==> src/rtl/mux_arbiter.sv <==
// mux_arbiter: round-robin arbiter and sequencer for a shared two-source
// registered select path. Requester 1 feeds i1 and requester 2 feeds i2.
// The block grants the path to one requester at a time, drives the registered
// select, and owns the 2-bit output register. Each source has a fixed encoding:
// {i1,0} for source 1 and {1,i2} for source 2. Grants are capped at BURST
// cycles so neither requester can starve the other.
//
// Ports:
//   clk           rising-edge clock
//   clr           asynchronous clear, active-high
//   req1, req2    level requests, held high while the path is wanted
//   last1, last2  final-cycle marker, only meaningful while the matching grant is high
//   i1, i2        source data bits
//   gnt1, gnt2    registered grants, never both high
//   sel           registered select: 1 = source 1, 0 = source 2; holds while idle
//   busy          registered, high while a grant is active
//   o             registered 2-bit output word
module mux_arbiter #(
  parameter int unsigned BURST = 4
) (
  input  logic       clk,
  input  logic       clr,
  input  logic       req1,
  input  logic       req2,
  input  logic       last1,
  input  logic       last2,
  input  logic       i1,
  input  logic       i2,
  output logic       gnt1,
  output logic       gnt2,
  output logic       sel,
  output logic       busy,
  output logic [1:0] o
);

  localparam int unsigned CW = 3;
  localparam logic [CW-1:0] CNT_MAX = CW'(BURST - 1);

  typedef enum logic [1:0] {
    IDLE = 2'd0,
    G1   = 2'd1,
    G2   = 2'd2
  } state_t;

  state_t        state_q, state_d;
  logic [CW-1:0] cnt_q, cnt_d;
  logic          prio2_q, prio2_d;   // 1: requester 2 was served last
  logic          gnt1_q, gnt1_d;
  logic          gnt2_q, gnt2_d;
  logic          sel_q, sel_d;
  logic          busy_q, busy_d;
  logic [1:0]    o_q, o_d;
  logic          enter;              // a grant (new or restarted) begins next cycle

  // Next-state, counter, priority and registered-output decode
  always_comb begin
    state_d = state_q;
    cnt_d   = cnt_q;
    prio2_d = prio2_q;
    o_d     = o_q;
    enter   = 1'b0;

    unique case (state_q)
      IDLE: begin
        if (req1 && (!req2 || prio2_q)) begin
          state_d = G1;
          enter   = 1'b1;
        end else if (req2) begin
          state_d = G2;
          enter   = 1'b1;
        end
      end
      G1: begin
        o_d = {i1, 1'b0};
        if (last1 || !req1 || (cnt_q == CNT_MAX)) begin
          if (req2) begin
            state_d = G2;
            enter   = 1'b1;
          end else if (req1 && !last1) begin
            state_d = G1;          // burst-limit release, restart the grant
            enter   = 1'b1;
          end else begin
            state_d = IDLE;
          end
        end
      end
      G2: begin
        o_d = {1'b1, i2};
        if (last2 || !req2 || (cnt_q == CNT_MAX)) begin
          if (req1) begin
            state_d = G1;
            enter   = 1'b1;
          end else if (req2 && !last2) begin
            state_d = G2;
            enter   = 1'b1;
          end else begin
            state_d = IDLE;
          end
        end
      end
      default: state_d = IDLE;
    endcase

    if (enter) begin
      cnt_d   = '0;
      prio2_d = (state_d == G2);
    end else if ((state_q != IDLE) && (cnt_q != CNT_MAX)) begin
      cnt_d = cnt_q + CW'(1);
    end

    gnt1_d = (state_d == G1);
    gnt2_d = (state_d == G2);
    busy_d = (state_d != IDLE);
    if (state_d == G1) begin
      sel_d = 1'b1;
    end else if (state_d == G2) begin
      sel_d = 1'b0;
    end else begin
      sel_d = sel_q;
    end
  end

  // State and output registers; clr forces every output low at once
  always_ff @(posedge clk or posedge clr) begin
    if (clr) begin
      state_q <= IDLE;
      cnt_q   <= '0;
      prio2_q <= 1'b1;
      gnt1_q  <= 1'b0;
      gnt2_q  <= 1'b0;
      sel_q   <= 1'b0;
      busy_q  <= 1'b0;
      o_q     <= 2'b00;
    end else begin
      state_q <= state_d;
      cnt_q   <= cnt_d;
      prio2_q <= prio2_d;
      gnt1_q  <= gnt1_d;
      gnt2_q  <= gnt2_d;
      sel_q   <= sel_d;
      busy_q  <= busy_d;
      o_q     <= o_d;
    end
  end

  assign gnt1 = gnt1_q;
  assign gnt2 = gnt2_q;
  assign sel  = sel_q;
  assign busy = busy_q;
  assign o    = o_q;

endmodule

==> config.mk <==
export PLATFORM = sky130hd
export DESIGN_NAME = mux_arbiter
export DESIGN_NICKNAME = d
export VERILOG_FILES = /design/src/rtl/mux_arbiter.sv
export SDC_FILE = /design/constraint.sdc
export NUM_CORES = 1
export LEC_CHECK = 0
export ABC_AREA = 1
export CORE_MARGIN = 2
export CORE_UTILIZATION = 46
export DETAILED_ROUTE_END_ITERATION = 10
export MAX_ROUTING_LAYER = met4
export PLACE_DENSITY = 0.72
export SYNTH_ARGS = -nofsm -noshare
export SYNTH_HDL_FRONTEND = slang
export SYNTH_SLANG_ARGS = --single-unit
==> constraint.sdc <==
create_clock -name clk -period 5.7 [get_ports clk]
set_clock_uncertainty 0.05 [all_clocks]
set_input_delay 1.14 -clock clk [delete_from_list [all_inputs] [get_ports clk]]
set_output_delay 1.14 -clock clk [all_outputs]
set_load 0.05 [all_outputs]
==> metrics.txt <==
RSZ-0062 raised after global routing false; dpl hpwl 1.04 mm; Sink Count 12; Total Routed Length 1.27 mm; Yosys warning count 0; Worst-Skew Late Latency 270 ps; worst slew pin tran 499 ps; Reg clk slew, reported paths 70 ps; Synth Instances 87; status finished, final reports clean; initial antenna violation count 0; grt total ovfl 0; Max Root-Sink Buffers 2; Syn Std Cell Area 747 um^2; worst setup path category primary input to flip-flop; EDFF count, synth 0; core box area 1510 um^2; Slew Limit Fails 0; largest fanout on the critical path 6; Hold Fails Final Rpt 0; DRC 0; die height 44.3 um; number of global-route vias before repair 548; row cnt 14; Area growth syn-to-layout 23.6%; Synth Area in Compound Gates 0.0838; Post-CTS Setup Inserts 0; Layout Nets 122; Min-Delay Startpoint prio2_q; final instance area 923 um^2; number of synthesized register bits 12; top cells by area, synth dfrtp_1 (37%), ha_1 (15%), nand2_1 (9.0%); DR iter-0 viols 16; post-route insts no fill 120; Final ANT Viol Nets 0; f_max 359 MHz; worst setup margin 2910 ps; Synth Area in Adders 0.151; Routed WL per cell 10.6 um; R2R depth 10; Worst EP required 5800 ps; top-count cell post-synth nand2_1; Hold Path End prio2_q; Chip Width 44.3 um; Setup TNS Final 0 ps; Synth Area in Simple Gates 0.221; Synth area leader dfrtp_1; fin util 0.613; fin crit period 2790 ps; diodes inserted 0; asr flop ratio synth 1.00; Synth cell types 23; ys flop type dfrtp_1; final setup fails 0; post-DR vias/cell 4.83; via count 579; Post-DP Area 897 um^2; RR Endpoint sel; die area 1960 um^2; Reg-to-Reg Start cnt_q[0]; DP Worst Slack 2640 ps; period utilization 0.489; GRT Util Overall 0.166; CTS buffer count 3; cts repair resizes 0; sequential share of the synthesized area 0.404; Syn Area/Cell 8.59 um^2; Pre-Repair DR Iteration Count 4; HP Class flip-flop to flip-flop; first-pass GRT wire length 2.27 mm; hold buffers post-CTS 0; Startpoint Class primary input; Worst Path Arrival 2890 ps; largest family of logic cells by synthesized area simple AND/OR/NAND/NOR gates; Pwr Total 0.470 mW; max_cap viols 0; Root Driver clkbuf_4; mux share of post-synthesis cell area 0.0436; final hold slack 421 ps; post-synth top area share 0.369; I/O Buffers 13; gpl congestion 0.903; worst reg2reg setup slack 3520 ps; Max-slew headroom 0.666; pin count of the biggest net entering global routing 13; initial core utilization 0.496; Leak Pwr 0.463 nW; synthesized net count 104; Crit. End Element flip-flop; Post-synth top cells nand2_1 (18), inv_1 (13), dfrtp_1 (11), ha_1 (9), nand3_1 (8); Cell Pwr Density 508 nW/um^2; share of cells above drive strength 1 0.163; xor and xnor area share after synthesis 0.0117; Top Ports 14; Hold Path Stages 2; Max IR drop VDD 296 uV; H-tree Lvls 1; Inst Count DP 116; CTS tree yes
==> layer usage <==
metal / up-vias / GRT usage / wire length, um
met1: 255 / 0.237 / 671
met3: 2 / 0.0122 / 50
met5: - / - / 0
met2: 11 / 0.221 / 527
met4: 0 / 0.121 / 25
li1: 311 / - / -
==> worst max-delay path by stage <==
stage	start	endpoint	slack, ps	depth (start not counted)
after floorplan	last1	sel	3270	9
after global placement	req1	sel	2660	9
after detailed placement	req1	sel	2640	9
after CTS	req1	sel	2920	9
after global routing	req1	sel	2780	9
final	req1	sel	2910	9
==> cell families after synthesis <==
family / count (synthesis)
fa+ha+maj: 9
compound gates: 10
xor+xnor: 1
flops: 12
simple gates: 35
mux: 3
buf+inv: 17
==> cells in the final DEF, fill, tap and decap left out, types with 2 or more instances in the layout <==
cell type and count:
clkbuf_4 3, nand2_1 18, inv_2 4, o211ai_1 2, nor2_2 3, nor2_1 2, nand3_1 8, a21oi_1 2
clkdlybuf4s50_1 13, dfrtp_1 11, ha_1 9, inv_1 13, o21ai_1 3
==> final cells by class <==
class | count | area [um^2]
clock buffers | 4 | 26.3
fillers | 141 | 583
inverters | 17 | 63.8
multi-input cells | 58 | 382
flip-flops and latches | 12 | 302
well taps | 16 | 20.0
repair buffers | 13 | 130
==> power breakdown <==
part	switching [mW]	internal (mW)	total [mW]
logic	0.172	0.107	0.279
clock network	0.0253	0.0271	0.0524
registers	0.0194	0.119	0.139
==> registers in the layout (all words and copies together) (netlist names) <==
register	flops
sel	1
busy	1
prio2_q	1
cnt_q	3
gnt2	1
state_q	2
o	2
gnt1	1
==> worst max-delay path, stage by stage <==
cell	delay [ps]
clkdlybuf4s50_1	580
nand2_1	120
a21oi_2	110
nand2_1	60
and2_4	150
nand2_1	50
nand2_1	70
ha_1	300
mux2_1	310
No activity file was read; power rests on OpenSTA's default activity.
